## src/rtl/trace_serial_arbiter.sv

```systemverilog
// Round-robin arbiter that serialises one requester's payload per frame.
// Frame on `out`, LSB first: start bit 1, requester id, then payload.
// Optional idle GAP cycles follow each frame. All outputs come straight from flops.
module trace_serial_arbiter #(
    parameter int N_REQ = 4,
    parameter int WIDTH = 16,
    parameter int GAP   = 1
) (
    input  logic                   clk,
    input  logic                   rst_all_n,
    input  logic [N_REQ-1:0]       req,
    input  logic [N_REQ*WIDTH-1:0] data,
    output logic [N_REQ-1:0]       ack,
    output logic                   out,
    output logic                   out_valid,
    output logic                   busy
);

    localparam int IDW   = $clog2(N_REQ);
    localparam int FRAME = 1 + IDW + WIDTH;
    localparam int CW    = $clog2(FRAME);

    typedef enum logic [1:0] {
        ST_IDLE,
        ST_SHIFT,
        ST_GAP
    } state_t;

    state_t             state, state_next;
    logic [CW-1:0]      cnt, cnt_next;
    logic [2:0]         gcnt, gcnt_next;
    logic [FRAME-2:0]   sreg, sreg_next;
    logic [IDW-1:0]     last_grant, last_grant_next;
    logic [N_REQ-1:0]   ack_next;
    logic               out_next;
    logic               valid_next;
    logic               busy_next;

    logic               grant_found;
    logic [IDW-1:0]     grant_idx;
    logic [IDW-1:0]     cand;
    logic [WIDTH-1:0]   grant_data;
    logic [FRAME-1:0]   frame;

    // Requester visited at position `offset` of a search starting after `base`.
    function automatic logic [IDW-1:0] rr_index(input logic [IDW-1:0] base, input int offset);
        int idx;
        idx = int'(base) + 1 + offset;
        if (idx >= N_REQ) begin
            idx = idx - N_REQ;
        end
        return IDW'(idx);
    endfunction

    // Round-robin pick of the first requesting line after the last grant, plus its frame.
    always_comb begin
        // NOTE: every combinational output gets a default before any branch so no latch is inferred.
        grant_found = 1'b0;
        grant_idx   = '0;
        cand        = '0;
        for (int i = 0; i < N_REQ; i++) begin
            cand = rr_index(last_grant, i);
            if (!grant_found && req[cand]) begin
                grant_found = 1'b1;
                grant_idx   = cand;
            end
        end
        grant_data = data[int'(grant_idx)*WIDTH +: WIDTH];
        frame      = {grant_data, grant_idx, 1'b1};
    end

    // Next-state and next-output logic; outputs default to the idle values.
    always_comb begin
        state_next      = state;
        cnt_next        = cnt;
        gcnt_next       = gcnt;
        sreg_next       = sreg;
        last_grant_next = last_grant;
        ack_next        = '0;
        out_next        = 1'b0;
        valid_next      = 1'b0;

        case (state)
            ST_IDLE: begin
                if (grant_found) begin
                    state_next          = ST_SHIFT;
                    cnt_next            = '0;
                    sreg_next           = frame[FRAME-1:1];
                    out_next            = frame[0];
                    valid_next          = 1'b1;
                    ack_next[grant_idx] = 1'b1;
                    last_grant_next     = grant_idx;
                end
            end
            ST_SHIFT: begin
                if (cnt == CW'(FRAME - 1)) begin
                    // Counter parks at the last index until the next grant.
                    state_next = (GAP > 0) ? ST_GAP : ST_IDLE;
                    gcnt_next  = '0;
                end else begin
                    cnt_next   = cnt + 1'b1;
                    out_next   = sreg[0];
                    valid_next = 1'b1;
                    sreg_next  = sreg >> 1;
                end
            end
            ST_GAP: begin
                if (gcnt == 3'(GAP - 1)) begin
                    state_next = ST_IDLE;
                end else begin
                    gcnt_next = gcnt + 1'b1;
                end
            end
            default: begin
                state_next = ST_IDLE;
            end
        endcase

        busy_next = (state_next != ST_IDLE);
    end

    // State and output registers; reset aborts any frame in flight.
    always_ff @(posedge clk or negedge rst_all_n) begin
        if (!rst_all_n) begin
            // NOTE: the shift register is cleared too, so an aborted frame leaves no residue.
            state      <= ST_IDLE;
            cnt        <= '0;
            gcnt       <= '0;
            sreg       <= '0;
            last_grant <= IDW'(N_REQ - 1);
            ack        <= '0;
            out        <= 1'b0;
            out_valid  <= 1'b0;
            busy       <= 1'b0;
        end else begin
            // NOTE: non-blocking assignments keep every register updating from pre-edge values.
            state      <= state_next;
            cnt        <= cnt_next;
            gcnt       <= gcnt_next;
            sreg       <= sreg_next;
            last_grant <= last_grant_next;
            ack        <= ack_next;
            out        <= out_next;
            out_valid  <= valid_next;
            busy       <= busy_next;
        end
    end

endmodule

```

## config.mk

```make
export PLATFORM = sky130hd
export DESIGN_NAME = trace_serial_arbiter
export DESIGN_NICKNAME = d
export VERILOG_FILES = /design/src/rtl/trace_serial_arbiter.sv
export SDC_FILE = /design/constraint.sdc
export NUM_CORES = 1
export LEC_CHECK = 0
export CAP_MARGIN = 20
export CORE_MARGIN = 3
export CORE_UTILIZATION = 35
export CTS_CLUSTER_SIZE = 12
export DETAILED_ROUTE_END_ITERATION = 10
export GPL_ROUTABILITY_DRIVEN = 0
export GPL_TIMING_DRIVEN = 0
export PLACE_DENSITY = 0.68
export REMOVE_ABC_BUFFERS = 1
export SLEW_MARGIN = 20
export SYNTH_ARGS = -nofsm -noshare
export SYNTH_HDL_FRONTEND = slang
export SYNTH_SLANG_ARGS = --single-unit
```

## constraint.sdc

```tcl
create_clock -name clk -period 1.6 [get_ports clk]
set_input_delay 0.32 -clock clk [delete_from_list [all_inputs] [get_ports clk]]
set_output_delay 0.32 -clock clk [all_outputs]
set_load 0.05 [all_outputs]
```

==> flow_summary_export.csv, run 1 <==
group,metric,value,unit
placement,port_buffers,76,
floorplanning,initial_utilization,37.01,%
power_and_ir_drop,power_density,1583,nW/um^2
clocking,root_buffer,"clkbuf_8",
critical_path,startpoint_type,"flip-flop",
outcome,violations,"negative setup slack",
power_and_ir_drop,switching_power,0.002066,W
power_and_ir_drop,power_switching_share,36.14,%
power_and_ir_drop,p_int,0.003650,W
timing,hold_viol_final,0,
logic_synthesis,yosysWarnings,0,
power_and_ir_drop,combPwrFrac,56.2,%
global_route,gr-usage-all-layers,17.30,%
placement,postPlaceCellArea,2928,um^2
critical_path,worstPathMaxFanout,7,
global_route,grt_pass1_vias,2012,
cells_and_area,final_layout_size_suffix_gt1_share,26.56,%
placement,place_ws,-0.9777,ns
power_and_ir_drop,p_leak,1.564,nW
timing,clock_skew,0.007552,ns
logic_synthesis,yosys_most_used_dff,"dfrtp_1",
placement,dp_cells,334,
global_route,grt_pass1_wl,9611,um
worst_hold_path,hold_class,"in2async",
detailed_routing,drt.antenna.violating_nets,0,
job,cap_violations,0,
floorplanning,die_h,83.24,um
logic_synthesis,synth_seq_area_share,44.46,%
global_route,antenna_found_initial,0,
cells_and_area,syn_to_final_growth,72.86,%
clocking,clkLatencyLatePin,0.29,ns
detailed_routing,num_vias,2009,
placement,hpwl,3589,um
critical_path,critical_path_class,"reg2reg",
floorplanning,die_area,6929,um^2
cells_and_area,mostFrequentLayoutCells,"clkdlybuf4s50_1 (64), dfrtp_1 (35), mux2i_1 (28), buf_4 (15)",
power_and_ir_drop,ir_drop,0.6489,mV
logic_synthesis,netlist_instances,194,
detailed_routing,drc,0,
critical_path,cp.arrival,2.06,ns
timing,slew_viol_final,0,
critical_path,endpoint_kind,"flip-flop",
timing,timing.setup.tns,-4.698,ns
clocking,cts.path.max_buffers,2,
global_route,grt_max_degree,24,
timing,rsz0062_at_grt,"yes",
floorplanning,coreArea,5642,um^2
logic_synthesis,synth_enable_flop_cells,0,
floorplanning,die_w,83.24,um
critical_path,required,1.78,ns
timing,setup_viol,24,
clocking,cts_tree,"yes",
clocking,htree_levels,2,
logic_synthesis,synthArstFlopShare,100.0,%
clocking,cts.sinks,37,
cells_and_area,antenna_cells,0,
clocking,clkSlewWorstSetupHoldPaths,0.08,ns
outcome,status,"finished, violations left",
cells_and_area,nFillCells,432,
timing,worst_slack,-0.2761,ns
floorplanning,fp-row-count,27,
floorplanning,io_pins,77,
timing,slew-limit-headroom,66.76,%
power_and_ir_drop,totalPowerFinal,0.005716,W
cells_and_area,final_area,3610,um^2
logic_synthesis,syn_area,2088,um^2
power_and_ir_drop,p_clk_share,16.7,%
timing,worst_pin_slew,0.4964,ns
detailed_routing,route.detailed.wl_per_inst,16.50,um
detailed_routing,dr.pass1.iters,4,
timing,fin_crit,1.876,ns
logic_synthesis,yosys_register_bits,37,
global_route,gr-total-overflow,0,
timing,period_share,117.3,%
detailed_routing,wl,6219,um
cells_and_area,fin_cells,377,
detailed_routing,drt_iter0_markers,129,
clocking,numCtsBuffers,5,
timing,fmax,0.5330,GHz
cells_and_area,nets,378,
power_and_ir_drop,power_frac_seq,27.1,%
logic_synthesis,syn_avg_cell_area,10.76,um^2
cells_and_area,final_common_cell,"clkdlybuf4s50_1",
logic_synthesis,synth.distinct_cells,40,
detailed_routing,via_per_inst,5.329,
## cells in the mapped netlist, types with 3 or more instances
cell type | count | area, um^2
or3_1 | 3 | 18.77
xor2_1 | 3 | 26.28
a22oi_1 | 12 | 90.09
o211ai_1 | 3 | 22.52
nor2_1 | 15 | 56.30
nand2b_1 | 4 | 25.02
buf_4 | 3 | 22.52
o21ai_0 | 3 | 15.01
inv_1 | 10 | 37.54
a21oi_1 | 5 | 25.02
dfrtp_1 | 35 | 875.8
o221ai_1 | 12 | 105.1
nand2_1 | 13 | 48.80
buf_6 | 4 | 45.04
ha_1 | 4 | 50.05
mux2i_1 | 34 | 340.3
## cells by family (layout without fill, tap and decap cells)
logic type | after synthesis | after routing | synth area share (%)
simple gates | 49 | 52 | 12.40
mux | 34 | 34 | 16.30
flops | 37 | 37 | 44.46
xor+xnor | 4 | 4 | 1.678
buf+inv | 21 | 128 | 5.872
compound gates | 45 | 46 | 16.90
fa+ha+maj | 4 | 4 | 2.397
## worst max-delay path, stage by stage (launching register included)
cell and delay (ns):
dfstp_2 0.55, buf_4 0.11, buf_6 0.09, nor3b_2 0.05, a211oi_4 0.26, buf_6 0.22
mux2i_1 0.20, mux2i_1 0.10, a22o_1 0.18
## sequential cells by signal, indices dropped and copies added, names as in the netlist
register	flops
last_grant	2
gcnt	3
ack	4
out	1
busy	1
sreg	18
state	2
cnt	5
out_valid	1
## what timing repair did
| action | 4_1_cts | 5_1_grt |
|---|---|---|
| resized for setup | 42 | 23 |
| hold buffers | 1 | 0 |
| cloned | 5 | 2 |
| setup endpoints to repair | 37 | 29 |
| pin swaps | 9 | 13 |
| endpoints found under the hold margin | 14 | 0 |
| buffers inserted | 22 | 5 |
## per-stage QoR
step / util (%) / hold WS, ns
2_1_floorplan: - / 0.02441
6_report: 63.98 / 0.4707
4_1_cts: 60.90 / 0.4767
3_5_place_dp: 51.90 / 0.2616
3_3_place_gp: 50.59 / 0.4730
5_1_grt: 63.98 / 0.4945
## final timing paths
path                                           start                         to  slack (ns)  depth (start not counted)
setup / recovery           last_grant[0]$_DFFE_PN1P_       sreg[17]$_DFFE_PN0P_       -0.28                          8
hold / removal                             rst_all_n        sreg[9]$_DFFE_PN0P_        0.47                          2
max in group asynchronous                  rst_all_n  last_grant[0]$_DFFE_PN1P_        0.62                          3
min in group clk                 sreg[3]$_DFFE_PN0P_        sreg[3]$_DFFE_PN0P_        0.52                          2
setup reg to reg           last_grant[0]$_DFFE_PN1P_       sreg[17]$_DFFE_PN0P_       -0.28                          8
hold reg to reg                  sreg[3]$_DFFE_PN0P_        sreg[3]$_DFFE_PN0P_        0.52                          2
## power groups by stage
stage,registers (W),clock network [W],logic (W)
after global routing,0.00159,0.00100,0.00343
after CTS,0.00152,0.000968,0.00280
after global placement,0.00152,0,0.00193
final,0.00155,0.000954,0.00321
after floorplan,0.00163,0,0.00125
after detailed placement,0.00153,0,0.00204
## layout make-up
| class | count | area [um^2] | share of cell area, % |
|---|---|---|---|
| Tap cell | 72 | 90.09 | 2.496 |
| Timing Repair Buffer | 110 | 1160 | 32.13 |
| Multi-Input combinational cell | 140 | 1260 | 34.90 |
| Clock inverter | 3 | 65.06 | 1.802 |
| Sequential cell | 37 | 928.4 | 25.72 |
| Inverter | 10 | 37.54 | 1.040 |
| Clock buffer | 5 | 68.82 | 1.906 |
## layer usage
layer | wire [um] | vias to the layer above | GRT usage [%]
met4 | 134 | 0 | 8.618
met5 | 0 | - | 0
met3 | 455 | 8 | 3.671
met2 | 3024 | 93 | 28.21
li1 | - | 951 | -
met1 | 2605 | 957 | 21.57
Note: power is estimated with default switching activity, not from simulation.
==> run 2, diff against run 1 <==
SLEW_MARGIN = 0   (was 20)
clock period = 1.62 ns   (was 1.6 ns; I/O delays follow)
==> flow_summary_export.csv, run 2 (synthesis results as in run 1) <==
group,metric,value,unit
outcome,status,"finished, violations left",
outcome,violations,"negative setup slack",
timing,fin_crit,1.886,ns
detailed_routing,via_per_inst,5.226,
critical_path,crit_top_cell,"buf_12",
power_and_ir_drop,combPwrFrac,53.0,%
global_route,grt_pass1_wl,8769,um
floorplanning,io_pins,77,
timing,fmax,0.5302,GHz
global_route,grt_pass1_vias,1868,
timing,slew_viol_final,0,
critical_path,cp.arrival,2.05,ns
clocking,numCtsBuffers,5,
critical_path,worstPathMaxFanout,12,
critical_path,crit_slowest_cell,"dfstp_2",
critical_path,critical_path_class,"reg2reg",
cells_and_area,final_common_cell,"clkdlybuf4s50_1",
clocking,postCtsHoldBufs,0,
power_and_ir_drop,p_int,0.003386,W
critical_path,path_cells,"inv_2, a221o_1, a21oi_4, buf_12, buf_12, mux2i_1, o221ai_1",
clocking,cts.sinks,37,
critical_path,r2r-end,"sreg[4]$_DFFE_PN0P_",
timing,period_share,116.4,%
floorplanning,initial_utilization,37.01,%
clocking,clkLatencyLatePin,0.30,ns
placement,port_buffers,76,
timing,hold_viol_final,0,
detailed_routing,dr.pass1.iters,4,
cells_and_area,mostFrequentLayoutCells,"clkdlybuf4s50_1 (64), dfrtp_1 (35), mux2i_1 (32), buf_4 (13)",
power_and_ir_drop,totalPowerFinal,0.005243,W
cells_and_area,syn_to_final_growth,63.93,%
global_route,use_met2,25.51,%
critical_path,cp-startpoint,"last_grant[0]$_DFFE_PN1P_",
timing,worst_pin_slew,0.8056,ns
job,cap_violations,0,
clocking,htree_levels,2,
global_route,antenna_found_initial,0,
clocking,root_buffer,"clkbuf_8",
detailed_routing,route.detailed.wl_per_inst,15.32,um
global_route,gr-total-overflow,0,
cells_and_area,fin_util,60.68,%
detailed_routing,num_vias,1923,
global_route,gr-usage-all-layers,15.63,%
detailed_routing,drc,0,
floorplanning,fp-row-count,27,
global_route,top_usage_layer,"met2",
timing,whs,0.1175,ns
clocking,cts_tree,"yes",
floorplanning,coreArea,5642,um^2
critical_path,startpoint_type,"flip-flop",
power_and_ir_drop,ir_drop,0.5822,mV
power_and_ir_drop,p_clk_share,18.0,%
timing,clock_skew,0.01185,ns
cells_and_area,largest_reg_flops,18,
power_and_ir_drop,p_leak,1.513,nW
detailed_routing,drt_iter0_markers,99,
global_route,use_met3,3.968,%
floorplanning,die_w,83.24,um
cells_and_area,nets,369,
placement,hpwl,3474,um
clocking,cts.path.max_buffers,2,
critical_path,required,1.78,ns
critical_path,ff2ff_path_depth,7,
critical_path,rr_startpoint,"last_grant[0]$_DFFE_PN1P_",
cells_and_area,antenna_cells,0,
timing,slew-limit-headroom,46.29,%
timing,setup_viol,19,
cells_and_area,reg_top3,"sreg x18, cnt x5, ack x4",
timing,timing.setup.tns,-3.701,ns
critical_path,endpoint_kind,"flip-flop",
detailed_routing,wl,5639,um
cells_and_area,final_layout_size_suffix_gt1_share,22.64,%
power_and_ir_drop,power_frac_seq,29.0,%
power_and_ir_drop,power_switching_share,35.42,%
power_and_ir_drop,switching_power,0.001857,W
critical_path,slowest_delay,0.55,ns
global_route,use_met1,20.07,%
clocking,clkSlewWorstSetupHoldPaths,0.07,ns
critical_path,cp-endpoint,"sreg[4]$_DFFE_PN0P_",
timing,rsz0062_at_grt,"yes",
timing,worst_slack,-0.2659,ns
global_route,grt_max_degree,38,
floorplanning,die_area,6929,um^2
worst_hold_path,hold_class,"in2async",
floorplanning,die_h,83.24,um
detailed_routing,drt.antenna.violating_nets,0,
power_and_ir_drop,power_density,1532,nW/um^2
critical_path,rrSetupSlack,-0.27,ns
cells_and_area,top_register,"sreg",
==> run 2: what timing repair did <==
action	4_1_cts	5_1_grt
setup buffers	19	7
setup endpoints to repair	37	25
pin swaps	6	10
cloned	3	1
gates resized for setup	35	26
==> run 2: per-stage QoR <==
step | std cells | setup slack (ns) | instance area [um^2]
floorplan | 183 | -1.054 | 2003
global placement | 331 | -2.063 | 2854
detailed placement | 333 | -0.9521 | 2900
CTS | 362 | -0.2925 | 3294
global route | 368 | -0.3365 | 3423
finish | 368 | -0.2659 | 3423
==> run 2: power groups by stage <==
stage / clock network [W] / logic [W] / registers [W]
final: 0.000944 / 0.00278 / 0.00152
after global routing: 0.00101 / 0.00300 / 0.00156
after CTS: 0.000961 / 0.00252 / 0.00149
after detailed placement: 0 / 0.00200 / 0.00150
after global placement: 0 / 0.00191 / 0.00150
after floorplan: 0 / 0.00123 / 0.00161
==> run 2: worst max-delay path: cells and delay by family (launching register included) <==
| family | cells | cell delay, ns |
|---|---|---|
| buf+inv | 3 | 0.33 |
| flops | 1 | 0.55 |
| compound gates | 3 | 0.65 |
| mux | 1 | 0.22 |
==> run 2: metal layers <==
layer,wire [um],up-vias
li1,-,926
met1,2459,914
met2,2734,74
met3,346,9
met4,98,0
met5,0,-
==> run 2: how the worst min path moves through the flow <==
stage | from | endpoint | slack [ns] | cells past startpoint
final | rst_all_n | sreg[0]$_DFFE_PN0P_ | 0.12 | 1
after global routing | rst_all_n | sreg[0]$_DFFE_PN0P_ | 0.17 | 1
after CTS | rst_all_n | sreg[15]$_DFFE_PN0P_ | 0.14 | 1
after detailed placement | rst_all_n | cnt[0]$_DFFE_PN0P_ | 0.47 | 1
after global placement | last_grant[1]$_DFFE_PN1P_ | last_grant[1]$_DFFE_PN1P_ | 0.47 | 2
after floorplan | rst_all_n | ack[0]$_DFF_PN0_ | 0.03 | 0
==> run 2: cell type report <==
type,count,area [um^2]
multi-input cells,138,1196
repair buffers,103,1037
clock buffers,5,68.82
fillers,464,2218
clock inverters,3,65.06
well taps,72,90.09
flip-flops and latches,37,928.4
inverters,10,37.54
==> run 3, diff against run 2 <==
CORE_UTILIZATION = 40   (was 35)
CTS_BUF_LIST = sky130_fd_sc_hd__clkbuf_16   (was default)
PLACE_DENSITY = 0.76   (was 0.68)
SLEW_MARGIN = 10   (was 0)
==> flow_summary_export.csv, run 3 (synthesis results as in run 1) <==
group,metric,value,unit
timing,rsz0062_at_grt,"yes",
critical_path,rrSetupSlack,-0.24,ns
critical_path,startpoint_type,"flip-flop",
detailed_routing,via_per_inst,5.438,
floorplanning,die_area,6124,um^2
cells_and_area,fin_cells,361,
detailed_routing,wl,6231,um
job,cap_violations,0,
timing,slew_viol_final,0,
placement,hpwl,3768,um
timing,worst_slack,-0.2437,ns
cells_and_area,top_register,"sreg",
clocking,cts.path.max_buffers,2,
floorplanning,io_pins,77,
cells_and_area,reg_top3,"sreg x18, cnt x5, ack x4",
cells_and_area,mostFrequentLayoutCells,"clkdlybuf4s50_1 (64), dfrtp_1 (34), mux2i_1 (30), nor2_1 (13)",
timing,worst_pin_slew,0.4996,ns
clocking,clkSlewWorstSetupHoldPaths,0.06,ns
detailed_routing,drt.antenna.violating_nets,0,
placement,port_buffers,76,
detailed_routing,drt_iter0_markers,210,
timing,hold_viol_final,0,
clocking,htree_levels,2,
timing,clock_skew,0.004922,ns
critical_path,path_cells,"inv_2, a221o_1, a21oi_4, buf_12, buf_16, mux2i_2, o221ai_1",
critical_path,slowest_delay,0.55,ns
critical_path,cp-startpoint,"last_grant[0]$_DFFE_PN1P_",
floorplanning,die_w,78.26,um
global_route,grt_pass1_vias,2017,
critical_path,required,1.76,ns
detailed_routing,route.detailed.wl_per_inst,17.26,um
detailed_routing,drc,0,
placement,dp_cells,329,
floorplanning,fp-row-count,25,
critical_path,r2r-end,"sreg[12]$_DFFE_PN0P_",
timing,whs,0.3817,ns
clocking,cts.sinks,37,
critical_path,worstPathMaxFanout,10,
timing,period_share,115.0,%
critical_path,rr_startpoint,"last_grant[0]$_DFFE_PN1P_",
power_and_ir_drop,power_density,1532,nW/um^2
timing,fin_crit,1.864,ns
global_route,gr-usage-all-layers,20.63,%
critical_path,critical_path_class,"reg2reg",
clocking,numCtsBuffers,5,
cells_and_area,nets,367,
global_route,grt_pass1_wl,9942,um
power_and_ir_drop,totalPowerFinal,0.005194,W
cells_and_area,fin_util,69.49,%
cells_and_area,antenna_cells,0,
critical_path,ff2ff_path_depth,7,
global_route,grt_max_degree,37,
critical_path,cp-endpoint,"sreg[12]$_DFFE_PN0P_",
cells_and_area,final_layout_size_suffix_gt1_share,23.13,%
cells_and_area,syn_to_final_growth,62.37,%
critical_path,crit_slowest_cell,"dfstp_2",
cells_and_area,final_common_cell,"clkdlybuf4s50_1",
critical_path,cp.arrival,2.01,ns
outcome,violations,"negative setup slack",
floorplanning,die_h,78.26,um
global_route,gr-total-overflow,0,
clocking,clkLatencyLatePin,0.28,ns
power_and_ir_drop,ir_drop,0.6189,mV
timing,fmax,0.5366,GHz
timing,slew-limit-headroom,66.83,%
critical_path,endpoint_kind,"flip-flop",
floorplanning,coreArea,4880,um^2
clocking,cts_tree,"yes",
cells_and_area,largest_reg_flops,18,
clocking,root_buffer,"clkbuf_16",
detailed_routing,dr.pass1.iters,4,
global_route,antenna_found_initial,0,
timing,timing.setup.tns,-3.262,ns
outcome,status,"finished, violations left",
floorplanning,initial_utilization,42.79,%
power_and_ir_drop,p_leak,1.488,nW
detailed_routing,num_vias,1963,
timing,setup_viol,20,
worst_hold_path,hold_class,"in2async",
[run 3: cell types whose count changed in the layout (fill, tap and decap cells not counted), sizes merged]
cell           previous run  this run
bufinv                    2         0
nor2                     15        16
clkinv                    1         2
clkbuf                    7         9
buf                      28        23
clkdlybuf4s15             2         1
clkinvlp                  0         1
dlygate4sd3               0         1
[run 3: cell type report]
class	instances	area, um^2
clock inverters	3	17.52
fillers	379	1489
multi-input cells	139	1184
repair buffers	100	1013
inverters	10	37.54
clock buffers	5	125.1
flip-flops and latches	37	929.6
well taps	67	83.83
[run 3: timing repair]
action / in CTS / in global routing
hold buffers: 1 / 0
endpoints found under the setup margin: 37 / 27
pin swaps: 10 / 13
cloned: 3 / 2
buffers inserted: 14 / 6
gates resized for setup: 31 / 23
hold endpoints to repair: 1 / 0
[run 3: how the worst min path moves through the flow]
stage / end / cells past startpoint / slack (ns) / startpoint
after floorplan: ack[0]$_DFF_PN0_ / 0 / 0.03 / rst_all_n
after global placement: out$_DFF_PN0_ / 2 / 0.47 / sreg[0]$_DFFE_PN0P_
after detailed placement: out_valid$_DFF_PN0_ / 1 / 0.12 / rst_all_n
after CTS: out_valid$_DFF_PN0_ / 2 / 0.36 / rst_all_n
after global routing: out_valid$_DFF_PN0_ / 2 / 0.41 / rst_all_n
final: out_valid$_DFF_PN0_ / 2 / 0.38 / rst_all_n
[run 3: critical path, delay by kind of cell, from the launching register on]
kind / cells / cell delay [ns]
buffers and inverters: 3 / 0.31
multiplexers: 1 / 0.23
flip-flops: 1 / 0.55
AO/OA/AOI/OAI: 3 / 0.62
[run 3: per-layer routing]
| layer | GRT usage (%) | vias to the layer above | share of wire, % |
|---|---|---|---|
| met5 | 0 | - | 0 |
| met4 | 7.168 | 0 | 2.6 |
| met3 | 4.128 | 10 | 8.1 |
| met2 | 35.45 | 96 | 51 |
| met1 | 25.79 | 931 | 38 |
| li1 | - | 926 | - |
[run 3: per-stage QoR]
| stage | setup WS [ns] | cell area, um^2 |
|---|---|---|
| 2_1_floorplan | -1.054 | 2003 |
| 3_3_place_gp | -2.002 | 2848 |
| 3_5_place_dp | -0.9933 | 2914 |
| 4_1_cts | -0.3114 | 3276 |
| 5_1_grt | -0.3076 | 3391 |
| 6_report | -0.2437 | 3391 |
[run 3: report_power, final]
| part | leakage [nW] | internal, W | switching, W |
|---|---|---|---|
| Clock | 0.0696 | 0.000563 | 0.000372 |
| Combinational | 0.959 | 0.00143 | 0.00129 |
| Sequential | 0.459 | 0.00129 | 0.000258 |
